[src/rtl/quad_enc_pkg.sv]
// Shared types for the quadrature encoder controller: decoder states and direction codes.
package quad_enc_pkg;

    // State encoding is the filtered {a,b} pair itself.
    typedef enum logic [1:0] {
        S00 = 2'b00,
        S01 = 2'b01,
        S10 = 2'b10,
        S11 = 2'b11
    } qstate_t;

    localparam logic DIR_CW  = 1'b0;
    localparam logic DIR_CCW = 1'b1;

    function automatic qstate_t cw_next(input qstate_t s);
        case (s)
            S00:     cw_next = S10;
            S10:     cw_next = S11;
            S11:     cw_next = S01;
            default: cw_next = S00;
        endcase
    endfunction

    function automatic qstate_t ccw_next(input qstate_t s);
        case (s)
            S00:     ccw_next = S01;
            S01:     ccw_next = S11;
            S11:     ccw_next = S10;
            default: ccw_next = S00;
        endcase
    endfunction

endpackage

[src/rtl/sig_filter.sv]
// Two-flop synchronizer followed by a stability filter that accepts a new level
// only after N consecutive differing samples.
module sig_filter #(
    parameter int N = 4
) (
    input  logic clk,
    input  logic rst,
    input  logic din_i,
    output logic dout_o
);

    localparam int CW = $clog2(N + 1);

    logic [1:0]    sync_q;
    logic          out_q;
    logic [CW-1:0] cnt_q;

    // The count saturates by construction: it is reset on acceptance at N-1.
    always_ff @(posedge clk or negedge rst) begin
        if (!rst) begin
            sync_q <= 2'b00;
            out_q  <= 1'b0;
            cnt_q  <= '0;
        end else begin
            sync_q <= {sync_q[0], din_i};
            if (sync_q[1] == out_q) begin
                cnt_q <= '0;
            end else if (cnt_q == CW'(N - 1)) begin
                out_q <= sync_q[1];
                cnt_q <= '0;
            end else begin
                cnt_q <= cnt_q + 1'b1;
            end
        end
    end

    assign dout_o = out_q;

endmodule

[src/rtl/quad_enc_ctrl.sv]
// Quadrature decoder with x4 position counter, sticky illegal-step flag and
// debounced push-button with press pulse.
module quad_enc_ctrl
    import quad_enc_pkg::*;
#(
    parameter int CNT_W    = 16,
    parameter int ENC_FILT = 4,
    parameter int KEY_DB   = 500000
) (
    input  logic             clk,
    input  logic             rst,
    input  logic             enc_a,
    input  logic             enc_b,
    input  logic             key,
    input  logic             cnt_clr,
    output logic [CNT_W-1:0] pos,
    output logic             dir,
    output logic             step,
    output logic             err,
    output logic             key_lvl,
    output logic             key_press
);

    logic    a_f, b_f, key_f;
    qstate_t st_q, st_d;
    qstate_t ab;
    logic [CNT_W-1:0] pos_q, pos_d;
    logic    dir_q, dir_d, step_q, step_d, err_q, err_d;
    logic    key_prev_q, press_q;

    sig_filter #(.N(ENC_FILT)) u_filt_a   (.clk(clk), .rst(rst), .din_i(enc_a), .dout_o(a_f));
    sig_filter #(.N(ENC_FILT)) u_filt_b   (.clk(clk), .rst(rst), .din_i(enc_b), .dout_o(b_f));
    sig_filter #(.N(KEY_DB))   u_filt_key (.clk(clk), .rst(rst), .din_i(key),   .dout_o(key_f));

    assign ab = qstate_t'({a_f, b_f});

    always_comb begin
        st_d   = ab;
        pos_d  = pos_q;
        dir_d  = dir_q;
        step_d = 1'b0;
        err_d  = err_q;
        if (ab != st_q) begin
            if (ab == cw_next(st_q)) begin
                step_d = 1'b1;
                dir_d  = DIR_CW;
                pos_d  = pos_q + 1'b1;
            end else if (ab == ccw_next(st_q)) begin
                step_d = 1'b1;
                dir_d  = DIR_CCW;
                pos_d  = pos_q - 1'b1;
            end else begin
                err_d  = 1'b1;
            end
        end
        // Clear overrides any coincident count or error, but not step/dir.
        if (cnt_clr) begin
            pos_d = '0;
            err_d = 1'b0;
        end
    end

    always_ff @(posedge clk or negedge rst) begin
        if (!rst) begin
            st_q       <= S00;
            pos_q      <= '0;
            dir_q      <= DIR_CW;
            step_q     <= 1'b0;
            err_q      <= 1'b0;
            key_prev_q <= 1'b0;
            press_q    <= 1'b0;
        end else begin
            st_q       <= st_d;
            pos_q      <= pos_d;
            dir_q      <= dir_d;
            step_q     <= step_d;
            err_q      <= err_d;
            key_prev_q <= key_f;
            press_q    <= key_f & ~key_prev_q;
        end
    end

    assign pos       = pos_q;
    assign dir       = dir_q;
    assign step      = step_q;
    assign err       = err_q;
    assign key_lvl   = key_f;
    assign key_press = press_q;

endmodule
[config.mk]
export PLATFORM = sky130hd
export DESIGN_NAME = quad_enc_ctrl
export DESIGN_NICKNAME = d
export VERILOG_FILES = /design/src/rtl/quad_enc_pkg.sv /design/src/rtl/sig_filter.sv /design/src/rtl/quad_enc_ctrl.sv
export SDC_FILE = /design/constraint.sdc
export NUM_CORES = 1
export LEC_CHECK = 0
export CAP_MARGIN = 20
export CELL_PAD_IN_SITES_DETAIL_PLACEMENT = 1
export CELL_PAD_IN_SITES_GLOBAL_PLACEMENT = 1
export CORE_MARGIN = 5
export CORE_UTILIZATION = 40
export DETAILED_ROUTE_END_ITERATION = 8
export GPL_ROUTABILITY_DRIVEN = 0
export PLACE_DENSITY = 0.74
export SLEW_MARGIN = 20
export SYNTH_ARGS = -nofsm -noshare
export SYNTH_HDL_FRONTEND = slang
export SYNTH_SLANG_ARGS = --single-unit
[constraint.sdc]
create_clock -name clk -period 3.95 [get_ports clk]
set_clock_uncertainty 0.15 [all_clocks]
set_input_delay 0.79 -clock clk [delete_from_list [all_inputs] [get_ports clk]]
set_output_delay 0.79 -clock clk [all_outputs]
set_load 0.03 [all_outputs]
### Yosys cells after proc, flatten, opt, wreduce, memory -nomap -nowiden

Cells that the tools add are included.

* flip-flop bits (word level): 57
* bits of input ports: 6
* output and inout port bits: 21

* add/subtract/negate cells: 5
* equal/unequal tests: 14
* multiplexer cells: 24
* bitwise logic cells: 5
* reduce and logical (&&, ||, !) cells: 10

Operators by type and width (number)
* 16-bit 2-to-1 mux: 4
* 19-bit 2-to-1 mux: 2
* 19-bit by 1-bit adder with 19-bit output (second input constant): 1
* 19-bit == test (second input constant): 1
* 16-bit by 1-bit adder with 16-bit output (second input constant): 1
* 16-bit by 1-bit subtractor with 16-bit output (second input constant): 1
* 3-bit 2-to-1 mux: 4
* 2-bit case mux with 3 select lines: 2
* 2-bit AND reduction: 5
* 1-bit 2-to-1 mux: 9
* 3-bit by 1-bit adder with 3-bit output (second input constant): 2
* 3-bit by 2-bit == test with 1-bit output (second input constant): 2
* 2-bit 2-to-1 mux: 3
* 2-bit == test: 2
* 2-bit == test (second input constant): 2
* 2-bit != test (second input constant): 2
* 1-bit NOT: 4
* 2-bit nonzero test: 2
* 1-bit == test: 3
* 3-bit AND reduction: 1
* 3-bit nonzero test: 1
* 2-bit by 1-bit == test with 1-bit output (second input constant): 1
* 2-bit logical NOT: 1
* 2-bit != test: 1
* 1-bit AND: 1

### Logic depth before layout (Yosys ltp)

Gate-level depths: netlist of run 1.

* word-level depth: 11
* mapped depth: 9

### Cells and area by module

Synthesis of run 1 repeated with hierarchy kept, for this count alone.

* cells, all modules: 325
* area, all modules: 3255.6 µm²

By module, submodules not included
* quad_enc_ctrl: instances 1, cells each 194, area an instance 1742.9 µm², sequential area each 575.6 µm²
* sig_filter (u_filt_key): instances 1, cells each 105, area an instance 1079.8 µm², sequential area each 550.5 µm²
* sig_filter (u_filt_a ...): instances 2, cells each 13, area an instance 216.5 µm², sequential area each 150.1 µm²

### Worst setup path before layout of run 1

Ideal clock, no wire load.

* kind: reg2reg
* start: reg u_filt_a.out_q (netlist: u_filt_a.dout_o)
* end: reg pos_q[13] (netlist: pos[13])
* arrival: 2.867 ns
* required time: 3.731 ns
* slack: 0.864 ns
* stages on the path, launching flop included: 10
* buffers on the path: 1
* clock period less this slack: 3.086 ns
* path through: dfrtp_1 > xnor2_1 > nand2b_1 > ha_1 > clkbuf_1 > and2_1 > a31o_2 > or4b_1 > a221o_1 > nand3_1

* word-level cells in the longest chain between the ends: 4
* elaborated cells between the ends (all ways): 9
* classes of those cells: eq/ne: 3; mux: 3; reduce/logical: 3

RTL lines
* start, declared: RTL line sig_filter.sv:15 `logic out_q;`
* start signal, assigned: RTL line sig_filter.sv:29 `out_q <= sync_q[1];`
* 2-bit == test: RTL line quad_enc_ctrl.sv:44 `if (ab == cw_next(st_q)) begin`
* 16-bit 2-to-1 mux: RTL line quad_enc_ctrl.sv:44
* 16-bit 2-to-1 mux: RTL line quad_enc_ctrl.sv:43 `if (ab != st_q) begin`
* 16-bit 2-to-1 mux: RTL line quad_enc_ctrl.sv:57 `if (cnt_clr) begin`
* end signal, assigned: RTL line quad_enc_ctrl.sv:74 `pos_q <= pos_d;`
* end, declared: RTL line quad_enc_ctrl.sv:27 `logic [CNT_W-1:0] pos_q, pos_d;`

Parallel ways exist; a longest one is shown, timed or not. The select of a mux whose other input is x is not followed.
A chain may end at the register's enable or synchronous reset.

### Final worst setup path of run 1

* start: reg u_filt_a.out_q (netlist: u_filt_a.dout_o)
* end: reg pos_q[15] (netlist: pos[15])

Same word-level chain as after synthesis.

==> results.txt, run 1 <==
The tools report the H-tree depth as 3. The die width was 99.42 um; the combined area of the multi-input logic cells was 1705 um2. At the worst endpoint, the required time is 4.02 ns. Final count of pins violating max slew: 0. STA classifies the critical path startpoint as a flip-flop. After clock tree synthesis, the setup repair step added 0 buffers. The final setup violation count was 0. The critical path is of the reg -> reg type.

Counting along the longest clock path gives a buffer depth of 2. STA classifies the critical path endpoint as a flip-flop. The final routed wirelength across all metal layers was 7547 um.

The number of hold buffers added after CTS is 0, and the post-synthesis instance area is 3198 um2. The average wire length per cell after detail routing is 16.62 um, and the global-route usage over all layers is 0.1635. At the placement stage, the worst setup path has a slack of 0.4482 ns. After routing, the total negative slack on setup checks comes to 0 ns. For the setup slack of the critical path after layout, the log shows 0.4680 ns. The run gives 1426 um2 as the area of all sequential standard cells. TritonCTS built the clock tree.

The logs give 0 for the DRC violation count after routing and 0.4117 for the effective utilization at floorplan. Detailed routing inserted a total of 2512 vias. The top-area cell type share of the netlist area works out to 0.4460. The period utilization is 0.8815. The biggest area consumer among synthesized cells is dfrtp_1.

The number of clock buffers added by TritonCTS is 9. Once layout is done, the placed cells without fillers occupy 3759 um2. The achievable frequency was 287.2 MHz.

Setup repair after global routing left no endpoint under its margin. The clock latency at the later pin of the worst-skew pair is 0.35 ns. Detailed-routing iteration count for the pre-antenna-repair pass: 4. The share of cells above drive strength 1 is 0.08523.

The run gives 27 as the number of top-level pins. After synthesis, the cell types taking the most area are dfrtp_1 45%, ha_1 7.4%, xnor2_1 4.9%. The number of antenna diodes in the final layout is 0.

Of all nets on the critical path, the largest fanout is 18. The count of nets left with antenna violations once routing finished came out at 0. In this run the vertical extent of the chip is 99.42 um. The number of different library cells used by synthesis comes to 54.

The tools report the core box area as 7767 um2. The total of warnings raised by yosys is 0, and the post-synthesis average cell area is 10.09 um2. The number of nets in the synthesized netlist is 343. The tools report the count of mapped cells out of synthesis as 317. For the final count of hold timing violations, the log shows 0.

The initial detailed-routing violation count came out at 67. The tools report the root buffer cell as clkbuf_8. dfrtp_1 is the most common cell in the netlist. The clock-pin slew of the registers on the worst-case setup and hold paths came out at 0.07 ns. The sequential fraction of the synthesis area is 0.4460. The logs give 0 for the max-cap violation count and 5481 um for the HPWL after detailed placement.

After global routing the overflow that remains totals 0. The tools report the filler cell count as 906. CTS saw 57 sinks. For the cell area reported after detailed placement, the log shows 3562 um2.

The run finished with clean final reports. Share of synthesized registers carrying an async set or reset: 1.000. The end-of-flow core utilization is 0.4839. The quantity of gates resized following cts was 0; the number of antenna violations at the first check in global routing was 0. Entering global routing, the biggest net connects 39 pins. The smallest clock period supported by the final layout is computed as 3.482 ns. The first global-routing pass estimated 12970 um of wire.

Using the TritonRoute via totals, the vias-per-cell ratio works out to 5.533. For the data arrival at the endpoint of the critical path, the log shows 3.56 ns. Dominant register cell in the synthesized netlist: dfrtp_1. Input and output buffers added on the ports amount to 26. For the number of global-route vias before repair, the log shows 2663. The path class of the tightest hold or removal check is reg -> reg. The headroom to the max-slew limit is 0.4442. The floorplan step defined a die boundary enclosing 9883 um2.

After floorplanning, the core was divided into 32 placement rows. At the pin with the least slew margin, the transition time is 0.8337 ns. In the final design database the tool counted 373 nets. The flip-flop and latch count after synthesis was 57; the number of enable-type register cells in the synthesized netlist was 0. The layout overhead on the synthesized area works out to 17.53%. After synthesis, the most frequently instantiated cells are 57 x dfrtp_1, 30 x nor2_1, 20 x a21oi_1.
## worst max-delay path: stages (launching register included)
cell	delay (ns)
dfrtp_1	0.45
xnor2_1	0.28
nand2b_1	0.67
ha_1	0.47
a31o_2	0.29
a221oi_1	0.57
nor4b_1	0.13
a2bb2oi_1	0.17
nand3b_1	0.18
## flip-flops by register name, summed over array words and instances (netlist names), 2 cells and up
| signal | count |
|---|---|
| u_filt_b.sync_q | 2 |
| pos | 16 |
| u_filt_key.sync_q | 2 |
| u_filt_key.cnt_q | 19 |
| u_filt_a.cnt_q | 3 |
| u_filt_a.sync_q | 2 |
| u_filt_b.cnt_q | 3 |
| st_q | 2 |
## cell usage in the layout (no fill, tap or decap), drive strengths merged, types with 3 or more instances in the layout
| master | instances |
|---|---|
| dfrtp | 57 |
| nor2 | 30 |
| clkdlybuf4s50 | 25 |
| a21oi | 20 |
| nand2 | 19 |
| ha | 19 |
| xnor2 | 18 |
| nand3 | 15 |
| xor2 | 12 |
| clkbuf | 11 |
| nor3 | 10 |
| o21ai | 10 |
| nor3b | 7 |
| nand3b | 7 |
| and3 | 6 |
| nand4 | 6 |
| inv | 6 |
| nor2b | 5 |
| a211oi | 4 |
| a21o | 4 |
| a31o | 4 |
| o21a | 4 |
| and2 | 4 |
| buf | 4 |
| nor4 | 3 |
| and4 | 3 |
| nand2b | 3 |
| mux2 | 3 |
| a221oi | 3 |
## stage by stage
stage / std cells / hold WS (ns)
after floorplan: 317 / 0.1812
after global placement: 438 / 0.1845
after detailed placement: 438 / 0.1865
after CTS: 454 / 0.2013
after global routing: 454 / 0.2044
final: 454 / 0.1976
## cell type report
| class | count | area share |
|---|---|---|
| Clock buffer | 11 | 0.03762 |
| Clock inverter | 5 | 0.01465 |
| Inverter | 6 | 0.006658 |
| Multi-Input combinational cell | 244 | 0.4537 |
| Sequential cell | 57 | 0.3795 |
| Tap cell | 102 | 0.03395 |
| Timing Repair Buffer | 29 | 0.07390 |
## cells by family after synthesis
| logic type | count (synthesis) | synth area share |
|---|---|---|
| xor+xnor | 30 | 0.09038 |
| simple gates | 125 | 0.2093 |
| buf+inv | 16 | 0.02073 |
| fa+ha+maj | 20 | 0.08060 |
| flops | 57 | 0.4460 |
| mux | 3 | 0.01056 |
| compound gates | 66 | 0.1424 |
## path summary, 6_finish.rpt
path | endpoint | from | cells past startpoint | slack [ns]
max | pos[15] | u_filt_a.dout_o | 8 | 0.47
min | u_filt_a.sync_q[1] | u_filt_a.sync_q[0] | 0 | 0.20
max reg2reg | pos[15] | u_filt_a.dout_o | 8 | 0.47
min reg2reg | u_filt_a.sync_q[1] | u_filt_a.sync_q[0] | 0 | 0.20
max in group asynchronous | u_filt_key.cnt_q[9] | rst | 2 | 2.47
min in group asynchronous | pos[3] | rst | 1 | 0.40
## layer usage
layer | up-vias | part of all wire | GRT usage
met5 | - | 0 | 0
met4 | 0 | 0.018 | 0.06933
met3 | 11 | 0.041 | 0.03436
met2 | 45 | 0.48 | 0.2717
met1 | 1243 | 0.46 | 0.2061
li1 | 1213 | - | -
Power of run 1 is left out: the tool's default activity adds up to more than one toggle a clock period on the data nets, which glitch-free logic cannot reach.
==> run 2, diff against run 1 <==
--- a/config.mk
+++ b/config.mk
@@ -9,10 +9,10 @@
 export CELL_PAD_IN_SITES_DETAIL_PLACEMENT = 1
 export CELL_PAD_IN_SITES_GLOBAL_PLACEMENT = 1
 export CORE_MARGIN = 5
-export CORE_UTILIZATION = 40
+export CORE_UTILIZATION = 45
 export DETAILED_ROUTE_END_ITERATION = 8
 export GPL_ROUTABILITY_DRIVEN = 0
-export PLACE_DENSITY = 0.74
+export PLACE_DENSITY = 0.82
 export SLEW_MARGIN = 20
 export SYNTH_ARGS = -nofsm -noshare
 export SYNTH_HDL_FRONTEND = slang
==> results.txt, run 2 (synthesized netlist as in run 1, its figures left out) <==
The run finished with clean final reports. The run gives 9 (unchanged) as the CTS buffer count. TritonCTS sink count: 57 (unchanged). In this run the most used layer during global routing was met2. The final setup violation count came out at 0 (unchanged).

The tools report the detailed-routing iteration count for the pre-antenna-repair pass as 6 (+2). The H-tree depth was 3 (unchanged); the layout overhead on the synthesized area was 17.84%. Leaving out fill and tap cells, the most frequent cell in the layout is dfrtp_1.

For the number of global-route vias before repair, the log shows 2795 (+5.0%). The count of antenna diodes in the layout was 0 (unchanged); the final routed wirelength across all metal layers was 7966 um (+5.6%). The number of top-level pins is 27 (unchanged), and the headroom to the max-slew limit is 0.4770 (+0.03285). The run gives 0 (unchanged) as the remaining antenna violation count after routing.

The final period demand of the worst path was 3.524 ns (+0.04243 ns); the number of placement rows was 30 (-6.3%). The final count of pins violating max slew was 0 (unchanged). The clock latency at the later pin of the worst-skew pair came out at 0.34 ns (about the same).

The run gives 374 (+0.27%) as the number of nets at the end of the flow. The largest individual stage delay along the critical path comes from the cell nand2b_1. For the wire length of the first global-routing pass, the log shows 13570 um (+4.6%). The actual slew at the worst max-slew pin is 0.7844 ns (-0.04927 ns), and the number of buffer and inverter instances along the worst setup path is 0 (unchanged). Core box area: 6869 um2 (-12%). Global-route usage over all layers: 0.1943 (+0.03077).

The logs give 0 (unchanged) for the max-cap violation count and 0 ns (unchanged) for the sum of negative setup slack. The effective utilization at floorplan was 0.4656 (+0.05385). The met1 usage was 0.2339 (+0.02782). The achievable frequency is 283.7 MHz (-1.2%). u_filt_key.cnt_q holds more flip-flops than any other register.

The required time of the critical path was 4.01 ns (about the same). The share of cells above drive strength 1 is 0.08782 (+0.002591), and the combined area of the multi-input logic cells is 1705 um2 (unchanged). The run gives 0.05369 (+0.01932) as the global routing usage on met3. The HPWL after detailed placement is 5639 um (+2.9%).

The worst setup path is captured at a flip-flop. The count of vias placed by the detailed router was 2536 (+0.96%); the final count of hold timing violations was 0 (unchanged). The aggregate global routing overflow is 0 (unchanged), and the maximum net fanout on the critical path is 17 (-1). The run gives 33 (-15%) as the maximum number of pins on one net before global-route repair. The number of flip-flops under the largest register name works out to 19 (unchanged). The run gives 84 (+25%) as the initial detailed-routing violation count.

The number of buffers inserted by port buffering works out to 26 (unchanged). The clock-pin slew of the registers on the worst-case setup and hold paths was 0.07 ns (about the same); the post-CTS setup repair buffer count was 0 (unchanged). The filler cell count was 770 (-15%); the via density per instance was 5.648 (+2.1%).

TritonCTS built the clock tree. The worst setup path is of the reg -> reg kind. Grouping stages by cell kind, the critical path spends the most delay in compound AO/OA/AOI/OAI gates.

The average wire length per cell after detail routing was 17.74 um (+6.7%). Setup repair after global routing left no endpoint under its margin. The path class of the tightest hold or removal check is reg -> reg.

Walking the worst path, the cells encountered are xnor2_1, nand2b_1, ha_1, a21oi_1, o21ai_0, a2111oi_0, a2bb2oi_1, nand3b_1. The root buffer cell chosen for the clock tree is clkbuf_8. The die width is 94.30 um (-5.1%), and the full die area is 8892 um2 (-10%).

The delay of the slowest cell on the worst path works out to 0.66 ns (about the same). The chip height is 94.30 um (-5.1%), and the DRC violation count after routing is 0 (unchanged). For the area of all sequential standard cells, the log shows 1426 um2 (unchanged). The number of antenna violations at the first check in global routing is 0 (unchanged). In the layout the commonest cells are 57 x dfrtp_1, 30 x nor2_1, 25 x clkdlybuf4s50_1. Period utilization: 0.8923 (+0.01074). The tools report the data arrival at the endpoint of the critical path as 3.59 ns (+0.03 ns). The startpoint type of the worst setup path is a flip-flop.

The buffer levels on the longest clock path is 2 (unchanged). The number of hold buffers added after CTS was 0 (unchanged); the quantity of gates resized following cts was 0 (unchanged). For the met2 global-route usage, the log shows 0.3345 (+0.06282).
-- run 2: cell count changes in the layout (fill, tap and decap cells not counted) --
cell	before	now
buf_4	3	4
clkinv_2	2	1
clkbuf_8	10	11
clkinv_4	0	1
clkinvlp_4	2	1
-- run 2: worst paths after layout --
| check | start | endpoint | slack, ns | depth (start not counted) |
|---|---|---|---|---|
| max | u_filt_a.dout_o | pos[15] | 0.43 | 8 |
| min | u_filt_key.sync_q[0] | u_filt_key.sync_q[1] | 0.20 | 0 |
| max reg2reg | u_filt_a.dout_o | pos[15] | 0.43 | 8 |
| min reg2reg | u_filt_key.sync_q[0] | u_filt_key.sync_q[1] | 0.20 | 0 |
| max in group asynchronous | rst | u_filt_key.cnt_q[10] | 2.44 | 2 |
| min in group asynchronous | rst | pos[5] | 0.36 | 1 |
-- run 2: area by class of cell --
class / count / area share
multi-input cells: 244 / 0.4525
inverters: 6 / 0.006640
clock buffers: 12 / 0.04117
clock inverters: 4 / 0.01361
well taps: 96 / 0.03187
repair buffers: 30 / 0.07570
flip-flops and latches: 57 / 0.3785
-- run 2: per-layer routing --
layer	vias up	routed length, um
li1	1216	-
met5	-	0
met1	1266	3554
met3	16	262
met4	0	146
met2	38	4002
-- run 2: worst register-to-register path: stages, from the launching register on --
cell and delay (ns):
dfrtp_1 0.46, xnor2_1 0.26, nand2b_1 0.66, ha_1 0.43, a21oi_1 0.28, o21ai_0 0.21
a2111oi_0 0.61, a2bb2oi_1 0.16, nand3b_1 0.20
-- run 2: stage by stage --
step	utilization	cell area [um2]	std cells	hold slack [ns]	setup WS (ns)
floorplan	-	3198	317	0.1812	0.8640
global placement	0.5186	3562	433	0.1833	0.6756
detailed placement	0.5186	3562	433	0.1870	0.4663
CTS	0.5486	3769	449	0.2066	0.4376
global route	0.5486	3769	449	0.2129	0.1474
finish	0.5486	3769	449	0.2013	0.4256
Power of run 2 is left out for the same reason.
==> run 3, diff against run 2 <==
--- a/config.mk
+++ b/config.mk
@@ -9,10 +9,10 @@
 export CELL_PAD_IN_SITES_DETAIL_PLACEMENT = 1
 export CELL_PAD_IN_SITES_GLOBAL_PLACEMENT = 1
 export CORE_MARGIN = 5
-export CORE_UTILIZATION = 45
+export CORE_UTILIZATION = 40
 export DETAILED_ROUTE_END_ITERATION = 8
 export GPL_ROUTABILITY_DRIVEN = 0
-export PLACE_DENSITY = 0.82
+export PLACE_DENSITY = 0.74
 export SLEW_MARGIN = 20
 export SYNTH_ARGS = -nofsm -noshare
 export SYNTH_HDL_FRONTEND = slang
==> results of run 3 <==
Final layout, timing and power as in run 1 (identical DEF).
Power of run 3 is left out for the same reason.
